<file path="config.mk">
export PLATFORM = sky130hd
export DESIGN_NAME = i2s_tx_stereo
export DESIGN_NICKNAME = d
export VERILOG_FILES = /design/src/rtl/i2s_tx_stereo.sv
export SDC_FILE = /design/constraint.sdc
export NUM_CORES = 1
export LEC_CHECK = 0
export BUFFER_PORTS_ARGS = -buffer_cell sky130_fd_sc_hd__buf_2
export CORE_UTILIZATION = 50
export CTS_BUF_LIST = sky130_fd_sc_hd__clkbuf_16
export DETAILED_ROUTE_END_ITERATION = 12
export PLACE_DENSITY = 0.82
export SLEW_MARGIN = 15
export SYNTH_ARGS = -nofsm -noshare
export SYNTH_HDL_FRONTEND = slang
export SYNTH_SLANG_ARGS = --single-unit
export TNS_END_PERCENT = 100
</file>
<file path="constraint.sdc">
create_clock -name clk -period 3.8 [get_ports clk]
set_clock_uncertainty 0.15 [all_clocks]
set_input_delay 0.57 -clock clk [delete_from_list [all_inputs] [get_ports clk]]
set_output_delay 0.57 -clock clk [all_outputs]
set_load 0.05 [all_outputs]
</file>
<file path="src/rtl/i2s_tx_stereo.sv">
// i2s_tx_stereo: Philips I2S stereo transmitter, 32-bit slots, one-entry holding register, BCK/LRCK derived from clk
module i2s_tx_stereo #(
   parameter int BCK_DIV = 16,
   parameter int WIDTH = 24
) (
   input  logic             clk,
   input  logic             reset,
   input  logic [WIDTH-1:0] left_i,
   input  logic [WIDTH-1:0] right_i,
   input  logic             valid_i,
   output logic             ready_o,
   output logic             bck_o,
   output logic             lrck_o,
   output logic             sd_o,
   output logic             frame_o,
   output logic             underrun_o
);
   localparam int DW = $clog2(BCK_DIV);
   logic [DW-1:0] div_q, div_d;
   logic [5:0] bit_q, bit_d;
   logic [63:0] sh_q, sh_d, new_frame;
   logic [WIDTH-1:0] hl_q, hl_d, hr_q, hr_d;
   logic [31:0] slot_l, slot_r;
   logic full_q, full_d, bck_q, bck_d, lrck_q, lrck_d, sd_q, sd_d, frame_q, un_q;
   logic fall, load, cap;
   // a load with the register empty sends silence; a same-edge capture waits for the next frame
   always_comb begin
      fall = div_q == DW'(BCK_DIV - 1);
      div_d = fall ? '0 : div_q + 1'b1;
      bck_d = div_d >= DW'(BCK_DIV / 2);
      bit_d = fall ? bit_q + 1'b1 : bit_q;
      load = fall && bit_q == 6'd63;
      cap = valid_i && !full_q;
      full_d = cap | (full_q & ~load);
      hl_d = cap ? left_i : hl_q;
      hr_d = cap ? right_i : hr_q;
      slot_l = 32'(hl_q) << (31 - WIDTH);
      slot_r = 32'(hr_q) << (31 - WIDTH);
      new_frame = full_q ? {slot_l, slot_r} : '0;
      sh_d = load ? {new_frame[62:0], 1'b0} : fall ? {sh_q[62:0], 1'b0} : sh_q;
      sd_d = load ? new_frame[63] : fall ? sh_q[63] : sd_q;
      lrck_d = fall ? bit_d[5] : lrck_q;
   end
   always_ff @(posedge clk or posedge reset)
      if (reset) begin
         div_q <= '0;
         bit_q <= 6'd63;
         sh_q <= '0;
         hl_q <= '0;
         hr_q <= '0;
         full_q <= 1'b0;
         bck_q <= 1'b0;
         lrck_q <= 1'b0;
         sd_q <= 1'b0;
         frame_q <= 1'b0;
         un_q <= 1'b0;
      end else begin
         div_q <= div_d;
         bit_q <= bit_d;
         sh_q <= sh_d;
         hl_q <= hl_d;
         hr_q <= hr_d;
         full_q <= full_d;
         bck_q <= bck_d;
         lrck_q <= lrck_d;
         sd_q <= sd_d;
         frame_q <= load;
         un_q <= load & ~full_q;
      end
   assign ready_o = !full_q;
   assign bck_o = bck_q;
   assign lrck_o = lrck_q;
   assign sd_o = sd_q;
   assign frame_o = frame_q;
   assign underrun_o = un_q;
endmodule

</file>
=== Yosys cells after proc, flatten, opt, wreduce, memory -nomap -nowiden ===
Cells that the tools add are included.
Widths: inputs -> output; s select.

* Output and inout bits: 6
* Input bits: 51
* Bits in registers: 128

* Add/subtract/negate cells: 2
* $lt $le $gt $ge: 1
* Equal/unequal tests: 2
* Reductions and logical operators: 4
* Muxes and demuxes: 7
* Bitwise gates (word level): 5

{| class="wikitable"
|+ Operator list
! kind !! number
|-
| $mux 64 || 2
|-
| $mux 63 || 1
|-
| $add 6x1->6 const B || 1
|-
| $eq 6x6->1 const B || 1
|-
| $mux 6 || 1
|-
| $add 4x1->4 const B || 1
|-
| $eq 4x4->1 const B || 1
|-
| $ge 4x4->1 const B || 1
|-
| $mux 4 || 1
|-
| $and 1x1->1 || 2
|-
| $logic_and 1x1->1 || 2
|-
| $mux 1 || 2
|-
| $not 1->1 || 2
|-
| $reduce_bool 2->1 || 1
|-
| $logic_not 1->1 || 1
|-
| $or 1x1->1 || 1
|}

=== Logic depth before layout (Yosys ltp) ===
Gate-level depths: netlist (run 1).

* Depth in word-level cells: 5
* Mapped depth: 6
* Depth with buffers taken out: 4

=== Worst setup path after synthesis (run 1) ===
No wires, ideal clock.

* Kind: reg2out
* From: reg full_q
* To: out ready_o
* Required time: 3.080 ns
* Setup slack: 2.120 ns
* Arrival time: 0.960 ns
* Cell stages (with the launch flop): 4
* Path through: dfrtp_1 buf_2 buf_2 inv_1

* Word-level cells in the longest chain between the ends: 1

{| class="wikitable"
|+ Ends and longest elaborated chain
! item !! line !! RTL
|-
| start, declared || 24 || <nowiki>logic full_q, full_d, bck_q, bck_d, lrck_q, lrck_d, sd_q, sd_d, frame_q, un_q;</nowiki>
|-
| start signal, assigned || 63 || <nowiki>full_q <= full_d;</nowiki>
|-
| $logic_not 1->1 || 70 || <nowiki>assign ready_o = !full_q;</nowiki>
|-
| end, declared || 11 || <nowiki>output logic ready_o,</nowiki>
|}

Every way passes these cells.

=== Worst setup path in the final report (run 1) ===
* From: reg bit_q[0]
* To: reg sh_q[42]

* Word-level cells in the longest chain between the ends: 3
* Elaborated cells between the ends (all ways): 4
* Classes of those cells: eq/ne: 1; mux: 1; reduce/logical: 2

{| class="wikitable"
|+ Ends and longest elaborated chain
! item !! line !! RTL
|-
| start, declared || 20 || <nowiki>logic [5:0] bit_q, bit_d;</nowiki>
|-
| start signal, assigned || 59 || <nowiki>bit_q <= bit_d;</nowiki>
|-
| $eq 6x6->1 * || 32 || <nowiki>load = fall && bit_q == 6'd63;</nowiki>
|-
| $logic_and 1x1->1 * || 32 ||
|-
| $mux 64 / $reduce_bool 2->1 (equally long branches) || -- ||
|-
| end signal, assigned || 48 || <nowiki>sh_q <= '0;</nowiki>
|-
| end signal, assigned || 60 || <nowiki>sh_q <= sh_d;</nowiki>
|-
| end, declared || 21 || <nowiki>logic [63:0] sh_q, sh_d, new_frame;</nowiki>
|}

Every way passes the cells marked *; elsewhere a longest branch is shown, timed or not.
A chain may end at the register's enable or synchronous reset.

==> results of run 1 <==
[kinds of logic after synthesis]
group / after synthesis / synth area share
AO/OA/AOI/OAI: 110 / 0.118
XOR/XNOR: 6 / 0.0101
adder cells (fa/ha/maj): 2 / 0.00481
buffers and inverters: 47 / 0.0527
flip-flops: 120 / 0.579
multiplexers: 48 / 0.104
AND/OR/NAND/NOR: 139 / 0.131
[cells in the final DEF, fill, tap and decap left out]
cell,n
sky130_fd_sc_hd__a21oi_1,1
sky130_fd_sc_hd__a31oi_1,48
sky130_fd_sc_hd__and2_1,1
sky130_fd_sc_hd__and3_2,1
sky130_fd_sc_hd__and3_4,1
sky130_fd_sc_hd__buf_2,56
sky130_fd_sc_hd__buf_4,7
sky130_fd_sc_hd__bufinv_16,3
sky130_fd_sc_hd__clkbuf_16,17
sky130_fd_sc_hd__clkinv_1,2
sky130_fd_sc_hd__clkinv_2,7
sky130_fd_sc_hd__clkinvlp_4,1
sky130_fd_sc_hd__dfrtp_1,114
sky130_fd_sc_hd__dfstp_2,6
sky130_fd_sc_hd__ha_1,2
sky130_fd_sc_hd__inv_1,5
sky130_fd_sc_hd__mux2_2,48
sky130_fd_sc_hd__nand2_1,27
sky130_fd_sc_hd__nand3_1,3
sky130_fd_sc_hd__nand3_2,2
sky130_fd_sc_hd__nand4_1,49
sky130_fd_sc_hd__nor2_1,50
sky130_fd_sc_hd__nor2_2,1
sky130_fd_sc_hd__nor2b_4,1
sky130_fd_sc_hd__nor3_1,2
sky130_fd_sc_hd__o211ai_1,1
sky130_fd_sc_hd__o21ai_0,57
sky130_fd_sc_hd__o21ai_1,3
sky130_fd_sc_hd__or4_1,1
sky130_fd_sc_hd__xnor2_1,4
sky130_fd_sc_hd__xor2_1,2
[state kept, by name, summed over array words and instances (netlist names), 4 cells and up]
name and count:
hl_q 24, bit_q 6, div_q 4, sh_q 56, hr_q 24
[power groups by stage]
stage	Combinational [mW]	Clock [mW]	Sequential [mW]
6_report	0.108	1.55	1.38
5_1_grt	0.122	1.63	1.38
4_1_cts	0.112	1.56	1.38
3_5_place_dp	0.111	0	1.40
3_3_place_gp	0.105	0	1.40
2_1_floorplan	0.0707	0	1.38
[per-layer routing]
| layer | vias to the layer above | global-route usage | share of wire |
|---|---|---|---|
| li1 | 1795 | - | - |
| met1 | 1883 | 0.271 | 0.42 |
| met2 | 136 | 0.338 | 0.50 |
| met3 | 22 | 0.0658 | 0.052 |
| met4 | 0 | 0.0888 | 0.023 |
| met5 | - | 0 | 0 |
[how the worst min path moves through the flow]
stage	slack, ps	startpoint	depth (start not counted)	endpoint
final	120	reset	2	sh_q[63]
after global routing	170	reset	2	sh_q[8]
after CTS	140	reset	2	sh_q[8]
after detailed placement	320	sh_q[8]	2	sh_q[8]
after global placement	310	sh_q[8]	2	sh_q[8]
after floorplan	290	sh_q[39]	2	sh_q[39]
[final cells by class]
class | instances | area (µm²) | share of cell area
Multi-Input combinational cell | 305 | 1920 | 0.320
Tap cell | 133 | 166 | 0.0277
Clock inverter | 15 | 144 | 0.0239
Timing Repair Buffer | 63 | 333 | 0.0553
Sequential cell | 120 | 3010 | 0.500
Clock buffer | 17 | 425 | 0.0707
Inverter | 3 | 15.0 | 0.00249
[per-stage QoR]
| stage | cell area [µm²] | setup slack, ps | hold slack, ps |
|---|---|---|---|
| 2_1_floorplan | 5200 | 1620 | 294 |
| 3_3_place_gp | 5450 | 1450 | 313 |
| 4_1_cts | 6020 | 1320 | 139 |
| 3_5_place_dp | 5450 | 1340 | 319 |
| 5_1_grt | 6020 | 1110 | 170 |
| 6_report | 6020 | 1280 | 119 |
==> metrics.txt, run 1 <==
# TYPE chip_impl_metric gauge
chip_impl_metric{name="numPortBuffers",unit=""} 56
chip_impl_metric{name="clock_tree.htree_level_count",unit=""} 4
chip_impl_metric{name="share_of_post_route_cells_with_drive_strength_above_1",unit=""} 0.289
chip_impl_metric{name="worst_path_largest_cell_delay",unit="ps"} 710
chip_impl_metric{name="clock-sinks",unit=""} 120
chip_impl_metric{name="critPathRequiredTime",unit="ps"} 3970
chip_impl_metric{name="final_max_slew_viol_count",unit=""} 0
chip_impl_metric{name="report.final.hold_viol_count",unit=""} 0
chip_impl_metric{name="area_delta_synth_final",unit="%"} 15.8
chip_impl_metric{name="power.net_switching",unit="µW"} 621
chip_impl_metric{name="routed_wl",unit="µm"} 10500
chip_impl_metric{name="grt_antenna_before_repair",unit=""} 0
chip_impl_metric{name="cts_made_buffers",unit=""} 17
chip_impl_metric{name="wl_per_instance",unit="µm"} 16.0
chip_impl_info{name="status",value="finished clean"} 1
chip_impl_metric{name="die_h",unit="µm"} 104
chip_impl_metric{name="power.switching_fraction",unit=""} 0.205
chip_impl_metric{name="synth_enable_flop_cells",unit=""} 0
chip_impl_metric{name="ir_worst_vdd",unit="V"} 0.000308
chip_impl_metric{name="route.detailed.vias_per_inst",unit=""} 5.85
chip_impl_metric{name="final_setup_violation_count",unit=""} 0
chip_impl_metric{name="tightest_slew_margin_relative_to_the_limit",unit=""} 0.298
chip_impl_metric{name="power_density",unit="mW/mm²"} 504
chip_impl_metric{name="chipWidth",unit="µm"} 104
chip_impl_metric{name="grt_max_degree",unit=""} 112
chip_impl_metric{name="gp_congestion",unit=""} 0.710
chip_impl_metric{name="fp.dieArea",unit="mm²"} 0.0108
chip_impl_metric{name="fin_cells",unit=""} 656
chip_impl_info{name="dominant_synthesized_flop_cell",value="sky130_fd_sc_hd__dfrtp_1"} 1
chip_impl_info{name="top_cells_by_area_in_the_synthesized_netlist",value="sky130_fd_sc_hd__dfrtp_1 55%, sky130_fd_sc_hd__mux2_2 10%, sky130_fd_sc_hd__nand4_1 5.9%"} 1
chip_impl_metric{name="hpwl",unit="µm"} 6350
chip_impl_info{name="cpMaxStageDelayCell",value="sky130_fd_sc_hd__and2_1"} 1
chip_impl_metric{name="worst_pin_slew",unit="ps"} 1050
chip_impl_metric{name="path_buf_inv",unit=""} 1
chip_impl_metric{name="overflow",unit=""} 0
chip_impl_info{name="post-synth-top-area-cell",value="sky130_fd_sc_hd__dfrtp_1"} 1
chip_impl_metric{name="violation_count_after_the_first_detailed_routing_iteration",unit=""} 276
chip_impl_info{name="timing.rr.start",value="bit_q[0]"} 1
chip_impl_metric{name="post_cts_repair_setup_buffers",unit=""} 0
chip_impl_metric{name="grt_first_pass_wirelength",unit="µm"} 18300
chip_impl_metric{name="synthDistinctLibCells",unit=""} 30
chip_impl_metric{name="fin_nets",unit=""} 563
chip_impl_metric{name="firstDrtPassIters",unit=""} 4
chip_impl_metric{name="share_comb_of_total_power",unit=""} 0.036
chip_impl_metric{name="antenna_cells_inserted",unit=""} 0
chip_impl_info{name="cp-startpoint",value="bit_q[0]"} 1
chip_impl_metric{name="final.fill_count",unit=""} 791
chip_impl_info{name="yosys-top-cells-count",value="114 x sky130_fd_sc_hd__dfrtp_1, 57 x sky130_fd_sc_hd__o21ai_0, 50 x sky130_fd_sc_hd__nor2_1"} 1
chip_impl_metric{name="total_of_cells_resized_after_clock_tree_synthesis",unit=""} 0
chip_impl_metric{name="min_period_over_period",unit=""} 0.663
chip_impl_info{name="setup.worst_path.end",value="sh_q[42]"} 1
chip_impl_info{name="grt_setup_unrepaired",value="false"} 1
chip_impl_info{name="cpLargestDelayFamily",value="simple AND/OR/NAND/NOR gates"} 1
chip_impl_metric{name="final_core_util",unit=""} 0.607
chip_impl_metric{name="part_of_the_power_in_registers",unit=""} 0.454
chip_impl_metric{name="first_global_vias",unit=""} 3818
chip_impl_metric{name="drv_cap",unit=""} 0
chip_impl_metric{name="std_cell_rows",unit=""} 36
chip_impl_metric{name="finalCriticalPeriod",unit="ps"} 2520
chip_impl_metric{name="postSynthNetCount",unit=""} 525
chip_impl_metric{name="globalRouteTotalUtil",unit=""} 0.213
chip_impl_metric{name="ctsLongestPathBuffers",unit=""} 2
chip_impl_metric{name="final_sum_of_negative_setup_slack",unit="ps"} 0
chip_impl_metric{name="static-leakage-power",unit="nW"} 2.62
chip_impl_metric{name="area_of_the_mapped_netlist",unit="mm²"} 0.00520
chip_impl_metric{name="syn-mean-instance-area",unit="µm²"} 11.0
chip_impl_metric{name="synth.ff_latch_count",unit=""} 120
chip_impl_metric{name="power_frac_clock",unit=""} 0.510
chip_impl_metric{name="worstPathMaxFanout",unit=""} 26
chip_impl_metric{name="cell_count_after_synthesis",unit=""} 472
chip_impl_info{name="tritoncts",value="built"} 1
chip_impl_metric{name="initial_core_util",unit=""} 0.525
chip_impl_metric{name="crit_arrival",unit="ps"} 2690
chip_impl_info{name="crit_type",value="flop to flop"} 1
chip_impl_metric{name="hold_buffers",unit=""} 0
chip_impl_metric{name="post-synth-top-area-fraction",unit=""} 0.549
chip_impl_info{name="critical_path.reg2reg.endpoint",value="sh_q[42]"} 1
chip_impl_metric{name="worstSetupPathDepth",unit=""} 5
chip_impl_metric{name="number_of_nets_with_antenna_violations_after_detailed_routing",unit=""} 0
chip_impl_info{name="cell_with_the_most_instances_after_synthesis",value="sky130_fd_sc_hd__dfrtp_1"} 1
chip_impl_metric{name="route.detailed.drc",unit=""} 0
chip_impl_metric{name="async_reset_ff_frac",unit=""} 1.00
chip_impl_metric{name="placeableCoreArea",unit="mm²"} 0.00991
chip_impl_info{name="holdCritPathClass",value="primary input to async pin"} 1
chip_impl_metric{name="reg2reg_depth",unit=""} 5
chip_impl_info{name="cp-start-kind",value="flop"} 1
chip_impl_info{name="timing.critical_path.cells",value="ha_1 > and2_1 > buf_4 > nand4_1 > a31oi_1"} 1
chip_impl_info{name="worst_setup_path_end_kind",value="flop"} 1
chip_impl_metric{name="internal-power",unit="mW"} 2.41
chip_impl_metric{name="finalPower",unit="mW"} 3.03
chip_impl_metric{name="placedCellCount",unit=""} 624
chip_impl_metric{name="cts.reportedPaths.clkPinSlew",unit="ps"} 50
chip_impl_metric{name="count_of_yosys_warnings_during_synthesis",unit=""} 0
chip_impl_metric{name="clock_latency",unit="ps"} 410
chip_impl_metric{name="r2r_setup_slack",unit="ps"} 1280
chip_impl_metric{name="floorplan.io_pins",unit=""} 57
chip_impl_metric{name="dr_total_vias",unit=""} 3836
chip_impl_metric{name="achievable-frequency",unit="MHz"} 397
chip_impl_info{name="cts_root_buf",value="sky130_fd_sc_hd__clkbuf_16"} 1
chip_impl_metric{name="synth.yosys.seq_area_share",unit=""} 0.579
Power figures use the tool's default switching activity.
==> run 2: changes to the inputs <==
clock period = 2.2 ns   (was 3.8 ns; I/O delays follow)
==> run 2 against run 1 <==
  * Clock power rose by 70%
  * Largest power group unchanged
  * Power rose by 72%
  * Combinational power rose by 91%
  * Register-to-register slack got worse by 950 ps
  * Die area did not move
  * Global-route usage rose by 0.41 points
==> metrics.txt, run 2 (synthesis gave the netlist of run 1 again) <==
# TYPE chip_impl_metric gauge
chip_impl_metric{name="static-leakage-power",unit="nW"} 2.71
chip_impl_metric{name="placeableCoreArea",unit="mm²"} 0.00991
chip_impl_metric{name="grt_antenna_before_repair",unit=""} 0
chip_impl_metric{name="post-route-worst-setup-slack",unit="ps"} 288
chip_impl_info{name="mostFrequentLayoutCells",value="114 x sky130_fd_sc_hd__dfrtp_1, 57 x sky130_fd_sc_hd__o21ai_0, 56 x sky130_fd_sc_hd__buf_2"} 1
chip_impl_metric{name="wl_met3",unit="µm"} 426
chip_impl_metric{name="dr_total_vias",unit=""} 3930
chip_impl_metric{name="grt_max_degree",unit=""} 50
chip_impl_metric{name="wl_per_instance",unit="µm"} 16.0
chip_impl_info{name="tritoncts",value="built"} 1
chip_impl_metric{name="tightest_slew_margin_relative_to_the_limit",unit=""} 0.722
chip_impl_metric{name="fp.dieArea",unit="mm²"} 0.0108
chip_impl_metric{name="fin_nets",unit=""} 583
chip_impl_info{name="worst_setup_path_end_kind",value="output pin"} 1
chip_impl_metric{name="route.detailed.drc",unit=""} 0
chip_impl_metric{name="final_setup_violation_count",unit=""} 0
chip_impl_metric{name="largest_reg_flops",unit=""} 56
chip_impl_metric{name="route.detailed.vias_per_inst",unit=""} 5.81
chip_impl_metric{name="final.fill_count",unit=""} 785
chip_impl_info{name="cts_root_buf",value="sky130_fd_sc_hd__clkbuf_16"} 1
chip_impl_metric{name="initial_core_util",unit=""} 0.525
chip_impl_info{name="holdCritPathClass",value="primary input to flop"} 1
chip_impl_metric{name="route.met2.wl",unit="µm"} 5490
chip_impl_metric{name="total_of_cells_resized_after_clock_tree_synthesis",unit=""} 0
chip_impl_metric{name="clock-sinks",unit=""} 120
chip_impl_metric{name="clock_latency",unit="ps"} 400
chip_impl_metric{name="power_density",unit="mW/mm²"} 836
chip_impl_info{name="crit_type",value="flop to output pin"} 1
chip_impl_metric{name="chipWidth",unit="µm"} 104
chip_impl_metric{name="area_delta_synth_final",unit="%"} 20.0
chip_impl_metric{name="worst_pin_slew",unit="ps"} 417
chip_impl_metric{name="numPortBuffers",unit=""} 56
chip_impl_metric{name="place_worst_setup_slack",unit="ps"} 350
chip_impl_metric{name="share_of_post_route_cells_with_drive_strength_above_1",unit=""} 0.297
chip_impl_metric{name="ctsLongestPathBuffers",unit=""} 2
chip_impl_info{name="regMostFlops",value="sh_q"} 1
chip_impl_metric{name="post_cts_repair_setup_buffers",unit=""} 0
chip_impl_metric{name="final_core_util",unit=""} 0.630
chip_impl_metric{name="number_of_nets_with_antenna_violations_after_detailed_routing",unit=""} 0
chip_impl_metric{name="overflow",unit=""} 0
chip_impl_metric{name="critPathRequiredTime",unit="ps"} 1720
chip_impl_metric{name="drv_cap",unit=""} 0
chip_impl_metric{name="first_global_vias",unit=""} 3897
chip_impl_metric{name="globalRouteTotalUtil",unit=""} 0.217
chip_impl_metric{name="hold_buffers",unit=""} 5
chip_impl_metric{name="violation_count_after_the_first_detailed_routing_iteration",unit=""} 257
chip_impl_metric{name="finalCriticalPeriod",unit="ps"} 1910
chip_impl_metric{name="crit_arrival",unit="ps"} 1430
chip_impl_metric{name="grt_first_pass_wirelength",unit="µm"} 18500
chip_impl_info{name="status",value="finished clean"} 1
chip_impl_metric{name="clock_tree.htree_level_count",unit=""} 4
chip_impl_info{name="top_signal_layer_used",value="met4"} 1
chip_impl_metric{name="gp_congestion",unit=""} 0.787
chip_impl_metric{name="hpwl",unit="µm"} 6680
chip_impl_metric{name="die_h",unit="µm"} 104
chip_impl_metric{name="worstPathMaxFanout",unit=""} 24
chip_impl_metric{name="wl_met1",unit="µm"} 4680
chip_impl_info{name="cp-start-kind",value="flop"} 1
chip_impl_info{name="final_common_cell",value="sky130_fd_sc_hd__dfrtp_1"} 1
chip_impl_info{name="largestRegisters",value="sh_q (56), hl_q (24), hr_q (24)"} 1
chip_impl_metric{name="final_max_slew_viol_count",unit=""} 0
chip_impl_metric{name="std_cell_rows",unit=""} 36
chip_impl_metric{name="cts_made_buffers",unit=""} 17
chip_impl_metric{name="firstDrtPassIters",unit=""} 5
chip_impl_metric{name="final_sum_of_negative_setup_slack",unit="ps"} 0
chip_impl_metric{name="cts.reportedPaths.clkPinSlew",unit="ps"} 50
chip_impl_metric{name="finalPower",unit="mW"} 5.22
chip_impl_metric{name="achievable-frequency",unit="MHz"} 523
chip_impl_metric{name="min_period_over_period",unit=""} 0.869
chip_impl_metric{name="routed_wl",unit="µm"} 10800
chip_impl_metric{name="antenna_cells_inserted",unit=""} 0
chip_impl_metric{name="ir_worst_vdd",unit="V"} 0.000462
chip_impl_info{name="grt_setup_unrepaired",value="false"} 1
chip_impl_metric{name="report.final.hold_viol_count",unit=""} 0
chip_impl_metric{name="floorplan.io_pins",unit=""} 57
run 2: cell types whose count changed in the layout (fill, tap and decap cells not counted), moves of 2 or more:
cell,delta
sky130_fd_sc_hd__clkinvlp_4,+3
sky130_fd_sc_hd__buf_4,+5
sky130_fd_sc_hd__inv_6,+2
sky130_fd_sc_hd__buf_12,+4
sky130_fd_sc_hd__clkinv_2,-4
sky130_fd_sc_hd__dlygate4sd3_1,+11
run 2: area by class of cell:
class / count / area, µm² / share of cell area
Clock buffer: 17 / 425 / 0.0682
Clock inverter: 15 / 139 / 0.0223
Inverter: 3 / 15.0 / 0.00241
Multi-Input combinational cell: 305 / 1920 / 0.308
Sequential cell: 120 / 3010 / 0.482
Tap cell: 133 / 166 / 0.0267
Timing Repair Buffer: 83 / 561 / 0.0898
run 2: report_power, final:
| group | internal [mW] | leakage, nW | total, mW | switching (mW) |
|---|---|---|---|---|
| clock | 1.65 | 0.281 | 2.64 | 0.988 |
| sequential | 2.31 | 1.57 | 2.37 | 0.0600 |
| combinational | 0.124 | 0.860 | 0.206 | 0.0817 |
run 2: metal layers:
metal / up-vias / global-route usage
met2: 92 / 0.351
met1: 1984 / 0.272
li1: 1835 / -
met4: 0 / 0.0929
met5: - / 0
met3: 19 / 0.0633
run 2: stage by stage:
stage / hold WS, ps / instances / area [µm²]
after floorplan: 294 / 472 / 5200
after global placement: 166 / 633 / 5570
after detailed placement: 166 / 633 / 5570
after CTS: 0.225 / 670 / 6180
after global routing: 0.929 / 676 / 6240
final: 5.67 / 676 / 6240
run 2: path summary, 6_finish.rpt:
kind	cells past startpoint	from	slack, ps	endpoint
min in group asynchronous	3	reset	290	hl_q[22]
worst min-delay path	2	left_i[9]	6	hl_q[9]
max in group asynchronous	4	reset	900	hr_q[5]
worst max-delay path	3	full_q	290	ready_o
worst max register to register	4	bit_q[2]	330	sh_q[10]
worst min register to register	2	sh_q[39]	340	sh_q[39]
run 2: worst max-delay path, stage by stage, from the launching register on:
cell	delay (ps)
sky130_fd_sc_hd__dfrtp_1	420
sky130_fd_sc_hd__buf_4	330
sky130_fd_sc_hd__inv_1	70
sky130_fd_sc_hd__buf_2	210
